File: src/rtl/mult_dot_accumulator_if.sv
// Operand-flag / product / result bundle for mult_dot_accumulator.
// The sat signal exists only when ACC_SATURATE_EN is defined.
interface mult_dot_accumulator_if #(
    parameter int SIZE  = 4,
    parameter int LEN   = 4,
    parameter int ACC_W = 12
);
    localparam int RC_W = $clog2(LEN + 1);

    logic                op_valid;
    logic                op_last;
    logic [2*SIZE-1:0]   pdt;
    logic [ACC_W-1:0]    res_data;
    logic [RC_W-1:0]     res_count;
    logic                res_valid;
    logic                res_ready;
    logic                ovf;
`ifdef ACC_SATURATE_EN
    logic                sat;
`endif

    modport master (
        output op_valid, op_last, pdt, res_ready,
        input  res_data, res_count, res_valid, ovf
`ifdef ACC_SATURATE_EN
        , input sat
`endif
    );

    modport slave (
        input  op_valid, op_last, pdt, res_ready,
        output res_data, res_count, res_valid, ovf
`ifdef ACC_SATURATE_EN
        , output sat
`endif
    );
endinterface

File: src/rtl/mult_dot_accumulator.sv
// Dot-product accumulator behind a pipelined multiplier, with a one-entry valid/ready result
// register that drops results it cannot hold. ACC_SATURATE_EN selects clamping over wrapping.
module mult_dot_accumulator #(
    parameter int SIZE  = 4,
    parameter int LEVEL = 2,
    parameter int LEN   = 4,
    parameter int ACC_W = 12
) (
    input  logic                  clk,
    input  logic                  rst_n,
    mult_dot_accumulator_if.slave bus
);
    localparam int CNT_W = (LEN > 1) ? $clog2(LEN) : 1;
    localparam int RC_W  = $clog2(LEN + 1);
    localparam logic [CNT_W-1:0] CNT_LAST = CNT_W'(LEN - 1);

    typedef enum logic {
        EMPTY,
        FULL
    } hold_state_e;

    logic [LEVEL:0]   vld_q, vld_d;
    logic [LEVEL:0]   lst_q, lst_d;
    logic [ACC_W-1:0] acc_q, acc_d;
    logic [CNT_W-1:0] cnt_q, cnt_d;
    hold_state_e      state_q, state_d;
    logic [ACC_W-1:0] res_data_q, res_data_d;
    logic [RC_W-1:0]  res_count_q, res_count_d;
    logic             ovf_q, ovf_d;

    logic             d_valid;
    logic             d_last;
    logic             vec_end;
    logic             complete;
    logic             handshake;
    logic [ACC_W-1:0] base;
    logic [ACC_W-1:0] sum;
    logic [RC_W-1:0]  term_count;

`ifdef ACC_SATURATE_EN
    logic             sat_q, sat_d;
    logic [ACC_W:0]   sum_wide;
    logic             clamp;
`endif

    always_comb begin
        // Flag delay line; last is qualified by valid at the input so stale last bits never matter.
        vld_d[0] = bus.op_valid;
        lst_d[0] = bus.op_valid & bus.op_last;
        for (int unsigned i = 1; i <= LEVEL; i++) begin
            vld_d[i] = vld_q[i-1];
            lst_d[i] = lst_q[i-1];
        end
    end

    assign d_valid = vld_q[LEVEL];
    assign d_last  = lst_q[LEVEL];

    always_comb begin
        base = (cnt_q == '0) ? '0 : acc_q;
`ifdef ACC_SATURATE_EN
        sum_wide = {1'b0, base} + (ACC_W+1)'(bus.pdt);
        clamp    = sum_wide[ACC_W];
        sum      = clamp ? '1 : sum_wide[ACC_W-1:0];
`else
        sum      = base + ACC_W'(bus.pdt);
`endif
        term_count = RC_W'(cnt_q) + RC_W'(1);
        vec_end    = d_last || (cnt_q == CNT_LAST);
        complete   = d_valid && vec_end;
    end

    always_comb begin
        acc_d = acc_q;
        cnt_d = cnt_q;
        if (d_valid) begin
            if (vec_end) begin
                cnt_d = '0;
            end else begin
                acc_d = sum;
                cnt_d = cnt_q + CNT_W'(1);
            end
        end
    end

`ifdef ACC_SATURATE_EN
    assign sat_d = sat_q | (d_valid & clamp);
`endif

    assign handshake = (state_q == FULL) && bus.res_ready;

    always_comb begin
        state_d     = state_q;
        res_data_d  = res_data_q;
        res_count_d = res_count_q;
        ovf_d       = ovf_q;
        case (state_q)
            EMPTY: begin
                if (complete) begin
                    state_d     = FULL;
                    res_data_d  = sum;
                    res_count_d = term_count;
                end
            end
            FULL: begin
                if (handshake) begin
                    if (complete) begin
                        res_data_d  = sum;
                        res_count_d = term_count;
                    end else begin
                        state_d = EMPTY;
                    end
                end else if (complete) begin
                    ovf_d = 1'b1;
                end
            end
            default: state_d = EMPTY;
        endcase
    end

    always_ff @(posedge clk) begin
        if (!rst_n) begin
            vld_q       <= '0;
            lst_q       <= '0;
            acc_q       <= '0;
            cnt_q       <= '0;
            state_q     <= EMPTY;
            res_data_q  <= '0;
            res_count_q <= '0;
            ovf_q       <= 1'b0;
`ifdef ACC_SATURATE_EN
            sat_q       <= 1'b0;
`endif
        end else begin
            vld_q       <= vld_d;
            lst_q       <= lst_d;
            acc_q       <= acc_d;
            cnt_q       <= cnt_d;
            state_q     <= state_d;
            res_data_q  <= res_data_d;
            res_count_q <= res_count_d;
            ovf_q       <= ovf_d;
`ifdef ACC_SATURATE_EN
            sat_q       <= sat_d;
`endif
        end
    end

    assign bus.res_valid = (state_q == FULL);
    assign bus.res_data  = res_data_q;
    assign bus.res_count = res_count_q;
    assign bus.ovf       = ovf_q;
`ifdef ACC_SATURATE_EN
    assign bus.sat       = sat_q;
`endif
endmodule

File: src/flat_wrapper.sv
// flat-port wrapper written by rule: the top's interface ports become plain ports
module mult_dot_accumulator_flat 
#(
    parameter int SIZE  = 4,
    parameter int LEVEL = 2,
    parameter int LEN   = 4,
    parameter int ACC_W = 12
)
  (clk, rst_n, bus_op_valid, bus_op_last, bus_pdt, bus_res_ready, bus_res_data, bus_res_count, bus_res_valid, bus_ovf);
  mult_dot_accumulator_if #(.SIZE(SIZE), .LEN(LEN), .ACC_W(ACC_W)) bus_i ();
  input  logic clk;
  input  logic rst_n;
  input wire logic [$bits(bus_i.op_valid)-1:0] bus_op_valid;
  input wire logic [$bits(bus_i.op_last)-1:0] bus_op_last;
  input wire logic [$bits(bus_i.pdt)-1:0] bus_pdt;
  input wire logic [$bits(bus_i.res_ready)-1:0] bus_res_ready;
  output wire logic [$bits(bus_i.res_data)-1:0] bus_res_data;
  output wire logic [$bits(bus_i.res_count)-1:0] bus_res_count;
  output wire logic [$bits(bus_i.res_valid)-1:0] bus_res_valid;
  output wire logic [$bits(bus_i.ovf)-1:0] bus_ovf;
  assign bus_i.op_valid = bus_op_valid;
  assign bus_i.op_last = bus_op_last;
  assign bus_i.pdt = bus_pdt;
  assign bus_i.res_ready = bus_res_ready;
  assign bus_res_data = bus_i.res_data;
  assign bus_res_count = bus_i.res_count;
  assign bus_res_valid = bus_i.res_valid;
  assign bus_ovf = bus_i.ovf;
  mult_dot_accumulator #(.SIZE(SIZE), .LEVEL(LEVEL), .LEN(LEN), .ACC_W(ACC_W)) u_core (.clk(clk), .rst_n(rst_n), .bus(bus_i));
endmodule
File: config.mk
export PLATFORM = sky130hd
export DESIGN_NAME = mult_dot_accumulator_flat
export DESIGN_NICKNAME = d
export VERILOG_FILES = /design/src/rtl/mult_dot_accumulator_if.sv /design/src/rtl/mult_dot_accumulator.sv /design/src/flat_wrapper.sv
export SDC_FILE = /design/constraint.sdc
export NUM_CORES = 1
export LEC_CHECK = 0
export BUFFER_PORTS_ARGS = -buffer_cell sky130_fd_sc_hd__buf_2
export CAP_MARGIN = 20
export CORE_MARGIN = 2
export CORE_UTILIZATION = 50
export DETAILED_ROUTE_END_ITERATION = 6
export MAX_ROUTING_LAYER = met4
export PLACE_DENSITY = 0.72
export SETUP_SLACK_MARGIN = 0.4
export SYNTH_ARGS = -nofsm -noshare
export SYNTH_HDL_FRONTEND = slang
export SYNTH_SLANG_ARGS = --single-unit
export TNS_END_PERCENT = 20
File: constraint.sdc
create_clock -name clk -period 4.25 [get_ports clk]
set_clock_uncertainty 0.2 [all_clocks]
set_input_delay 0.85 -clock clk [delete_from_list [all_inputs] [get_ports clk]]
set_output_delay 0.85 -clock clk [all_outputs]
set_load 0.02 [all_outputs]
== After elaboration in Yosys (flattened, before gate mapping) ==
Cells that the tools add are included.

* $add $sub $neg: 3
* Equality and inequality tests: 2
* Multiplexer cells: 11
* Bitwise gates (word level): 4
* Reduce and logical (&&, ||, !) cells: 6

{| class="wikitable"
|+ Operator list
! operator !! number
|-
| 12-bit two-way mux || 3
|-
| 12-bit one-hot mux with 2 select lines || 1
|-
| 12-bit by 8-bit adder with 12-bit output || 1
|-
| 3-bit two-way mux || 2
|-
| 3-bit one-hot mux with 2 select lines || 1
|-
| 2-bit by 1-bit adder with 3-bit output (second input constant) || 1
|-
| 1-bit NOT || 3
|-
| 3-bit AND reduction || 1
|-
| 2-bit by 1-bit adder with 2-bit output (second input constant) || 1
|-
| 2-bit equality test (second input constant) || 1
|-
| 1-bit logical AND || 2
|-
| 2-bit logical NOT || 1
|-
| 1-bit two-way mux || 2
|-
| 2-bit two-way mux || 1
|-
| 2-bit != test (second input constant) || 1
|-
| 1-bit one-hot mux with 2 select lines || 1
|-
| 2-bit AND reduction || 1
|-
| 1-bit AND || 1
|-
| 1-bit logical OR || 1
|}

* Bits in registers: 37
* Input port bits: 13
* Output and inout bits: 17
* Logic and storage cells: 34

== Depth between registers and ports, before layout ==
* Depth in word-level cells: 6
* Gate-level depth with buffers: 11
* Mapped depth without buffers: 10

== Least setup slack after synthesis ==
Ideal clock, no wire load.

* Kind: reg-to-reg
* From: register u_core.cnt_q[0]
* To: register u_core.res_data_q[10], in the netlist u_core.bus.res_data[10]
* Library setup time: 0.062 ns
* Arrival: 2.741 ns
* Data required time: 3.988 ns
* Slack: 1.247 ns
* Stages on the path, launching flop included: 12
* Path buffers: 1
* Clock period less this slack: 3.003 ns
* Path through: dfxtp_1 inv_1 ha_1 clkbuf_1 nor2b_1 ha_1 fa_1 a21o_1 a221oi_4 a21oi_2 or4_1 nand3_1

* Cells in the longest elaborated chain, start to end: 6
* Elaborated cells between the ends (all ways): 9
* Those cells by class: add/sub: 1; eq/ne: 1; mux: 4; reduce/logical: 3

{| class="wikitable"
|+ Ends and longest elaborated chain
! element !! RTL line !! text
|-
| start, declared || mult_dot_accumulator.sv:25 || <nowiki>logic [CNT_W-1:0] cnt_q, cnt_d;</nowiki>
|-
| start signal, assigned || mult_dot_accumulator.sv:138 || <nowiki>cnt_q <= cnt_d;</nowiki>
|-
| 2-bit logical NOT / 2-bit equality test (equally long branches) || mult_dot_accumulator.sv:60, mult_dot_accumulator.sv:69 ||
|-
| 12-bit two-way mux / 1-bit logical OR (equally long branches) || mult_dot_accumulator.sv:60, mult_dot_accumulator.sv:69 ||
|-
| 12-bit by 8-bit adder with 12-bit output / 1-bit logical AND (equally long branches) || mult_dot_accumulator.sv:66, mult_dot_accumulator.sv:70 ||
|-
| 12-bit two-way mux * || mult_dot_accumulator.sv:99, mult_dot_accumulator.sv:107 ||
|-
| 12-bit two-way mux || mult_dot_accumulator.sv:106 || <nowiki>if (handshake) begin</nowiki>
|-
| 12-bit one-hot mux with 2 select lines * || mult_dot_accumulator.sv:97 || <nowiki>case (state_q)</nowiki>
|-
| end signal, assigned || mult_dot_accumulator.sv:140 || <nowiki>res_data_q <= res_data_d;</nowiki>
|-
| end, declared || mult_dot_accumulator.sv:27 || <nowiki>logic [ACC_W-1:0] res_data_q, res_data_d;</nowiki>
|}

Every way passes the cells marked *; elsewhere a longest branch is shown, timed or not. The select of a mux whose other input is x is not followed.
A chain may end at the register's enable or synchronous reset.

== Worst setup path after layout ==
Same ends and word-level chain as after synthesis.

==> summary.txt <==
status - complete, no violations
Vias - 1704
unrepaired setup endpoints after global routing - no
slew margin rel. - 33.5%
most used cell, CP - ha_1
Nets - 279
ant diodes - 0
overall power - 0.000708 W
GRT overflow - 0
CP Launch Type - flip-flop
number of H-tree levels - 2
Syn Area/Cell - 8.40 µm²
Worst Hold Class - reg -> reg
fill cell count - 347
share of the synthesized area in the top cell type - 38.5%
DRC - 0
Max VDD drop - 0.000222 V
dominant cell type by area after synthesis - dfxtp_1
Final ANT Viol Nets - 0
largest net degree at the start of global routing - 40
slowest CP cell - ha_1
Core ar. - 3690 µm²
final hold violation count - 0
Final Cycle Share - 74.6%
WP data required - 4280 ps
hold_buf cts - 0
I/O pin cnt - 30
CP Data Arrival Time - 3190 ps
Setup TNS Final - 0 ps
Synth Net Count - 253
layout cells sized above 1 - 17.6%
DIE WIDTH - 66.0 µm
GRT Resource Usage Total - 21.1%
fin. max-slew vios - 0
Tmin final - 3170 ps
CP cell instances - inv_1, ha_1, nor2b_1, ha_1, fa_1, a21o_1, a221oi_4, a21oi_2, or4_1, nand3_1
Die Span Y - 66.0 µm
clk_lat worst skew - 280 ps
starting density of the core - 52.1%
number of flops mapped to enable cells by yosys - 0
1st-iter DRT viols - 59
global-route wire length before repair - 7030 µm
PnR worst setup slack - 1080 ps
CTS root buf - clkbuf_8
Cells after Synth - 229
Layout area overhead - 15.2%
drt wl/cell - 13.4 µm
Worst Tran Pin Value - 995 ps
Lkg Pwr - 0.906 nW
dominant cells by area after synthesis - dfxtp_1, nand2_1, ha_1
initial antenna violation count - 0
number of distinct library cells after synthesis - 46
Clock Sink Count - 37
Clock Pin Slew Worst Setup and Hold Paths - 80 ps
Util after Layout - 60.0%
critical path class - reg -> reg
post-synthesis cell area - 1920 µm²
number of vias per cell - 5.61
routed wire length - 4080 µm
Critical Path End Type - flip-flop
Synth async-reset ratio - 0%
CP peak stage delay - 550 ps
commonest cells after routing, fill and taps aside - dfxtp_1, nand2_1, buf_2
fmax - 316 MHz
Core Rows - 22
CTS Buf Count - 5
post_cts resized - 0
vias in the first global route - 1582
commonest non-fill, non-tap cell in the layout - dfxtp_1
Buffers on Ports - 29
dpl ws - 1080 ps
Seq cells post-synth - 37
Pwr per Cell Area - 320 nW/µm²
Max Buffers Root-to-Sink - 2
largest fanout on the critical path - 18
Die Area - 4360 µm²
Max Cap Viol - 0
post-CTS setup buffer count - 0
DRT Pass-1 Iters - 4
CTS tree - built
predominant post-synthesis flop cell - dfxtp_1
Placer Congestion - 0.898
Final setup viols - 0
Post-DP HPWL - 2830 µm
Synthesis Warnings - 0
register area share after synthesis - 38.5%
per-layer routing:
metal	GRT usage, %	share of wire [%]
met5	-	0
met4	4.34	0.29
met3	4.77	4.9
met2	34.6	47
met1	27.0	48
critical path: cells and delay by family (launching register included):
kind | cells | cell delay [ps]
AOI/OAI and AO/OA | 3 | 660
DFF | 1 | 330
adders and majority gates | 3 | 1180
buffers and inverters | 1 | 90
and+or+nand+nor | 3 | 640
where the power goes:
| group | switching (W) | internal [W] |
|---|---|---|
| Combinational | 0.0000246 | 0.0000162 |
| Sequential | 0.00000180 | 0.000351 |
| Clock | 0.000125 | 0.000191 |
path summary, 6_finish.rpt:
path / startpoint / end / slack (ps) / cells past startpoint
worst max register to register: u_core.cnt_q[0]$_SDFFE_PN0P_ / u_core.bus.res_data[10]$_SDFFE_PN0P_ / 1080 / 10
worst min-delay path: u_core.vld_q[0]$_SDFF_PN0_ / u_core.vld_q[1]$_SDFF_PN0_ / 230 / 1
worst max-delay path: u_core.cnt_q[0]$_SDFFE_PN0P_ / u_core.bus.res_data[10]$_SDFFE_PN0P_ / 1080 / 10
worst min register to register: u_core.vld_q[0]$_SDFF_PN0_ / u_core.vld_q[1]$_SDFF_PN0_ / 230 / 1
final cells by class:
cell class / instances / area, µm² / area share, %
Multi-Input combinational cell: 175 / 1120 / 50.5
Sequential cell: 37 / 741 / 33.4
Timing Repair Buffer: 30 / 153 / 6.89
Clock buffer: 6 / 82.6 / 3.73
Tap cell: 48 / 60.1 / 2.71
Clock inverter: 2 / 37.5 / 1.69
Inverter: 6 / 22.5 / 1.02
cells by family (layout without fill, tap and decap cells):
family,count (synthesis),in the layout,synth area share (%)
xor gates and xnor gates,4,4,1.82
buffers and inverters,17,44,3.32
AOI/OAI and AO/OA,55,55,21.4
adders and majority gates,11,11,7.55
muxes,1,1,0.521
and+or+nand+nor,104,104,26.9
DFF,37,37,38.5
synth_stat cells (3+ instances only):
cell	number
nand4_1	4
inv_1	6
nor3_1	4
nand2_1	35
a21oi_1	15
a21o_1	4
nand3_1	13
nor2b_1	9
o21ai_0	3
and2_1	9
a21boi_0	7
o311ai_0	3
dfxtp_1	37
clkbuf_1	11
nor2_1	14
ha_1	10
xnor2_1	4
nand2b_1	6
stage by stage:
step / std cells / cell area [µm²] / hold WS [ps]
4_1_cts: 304 / 2210 / 237
3_5_place_dp: 296 / 2090 / 221
2_1_floorplan: 229 / 1920 / 212
5_1_grt: 304 / 2210 / 249
6_report: 304 / 2210 / 232
3_3_place_gp: 296 / 2090 / 214
registers in the layout, summed over array words and instances (netlist names):
name / count
u_core.acc_q: 12
u_core.bus.ovf: 1
u_core.bus.res_count: 3
u_core.bus.res_data: 12
u_core.bus.res_valid: 1
u_core.cnt_q: 2
u_core.lst_q: 3
u_core.vld_q: 3
Note: power is estimated with default switching activity, not from simulation.
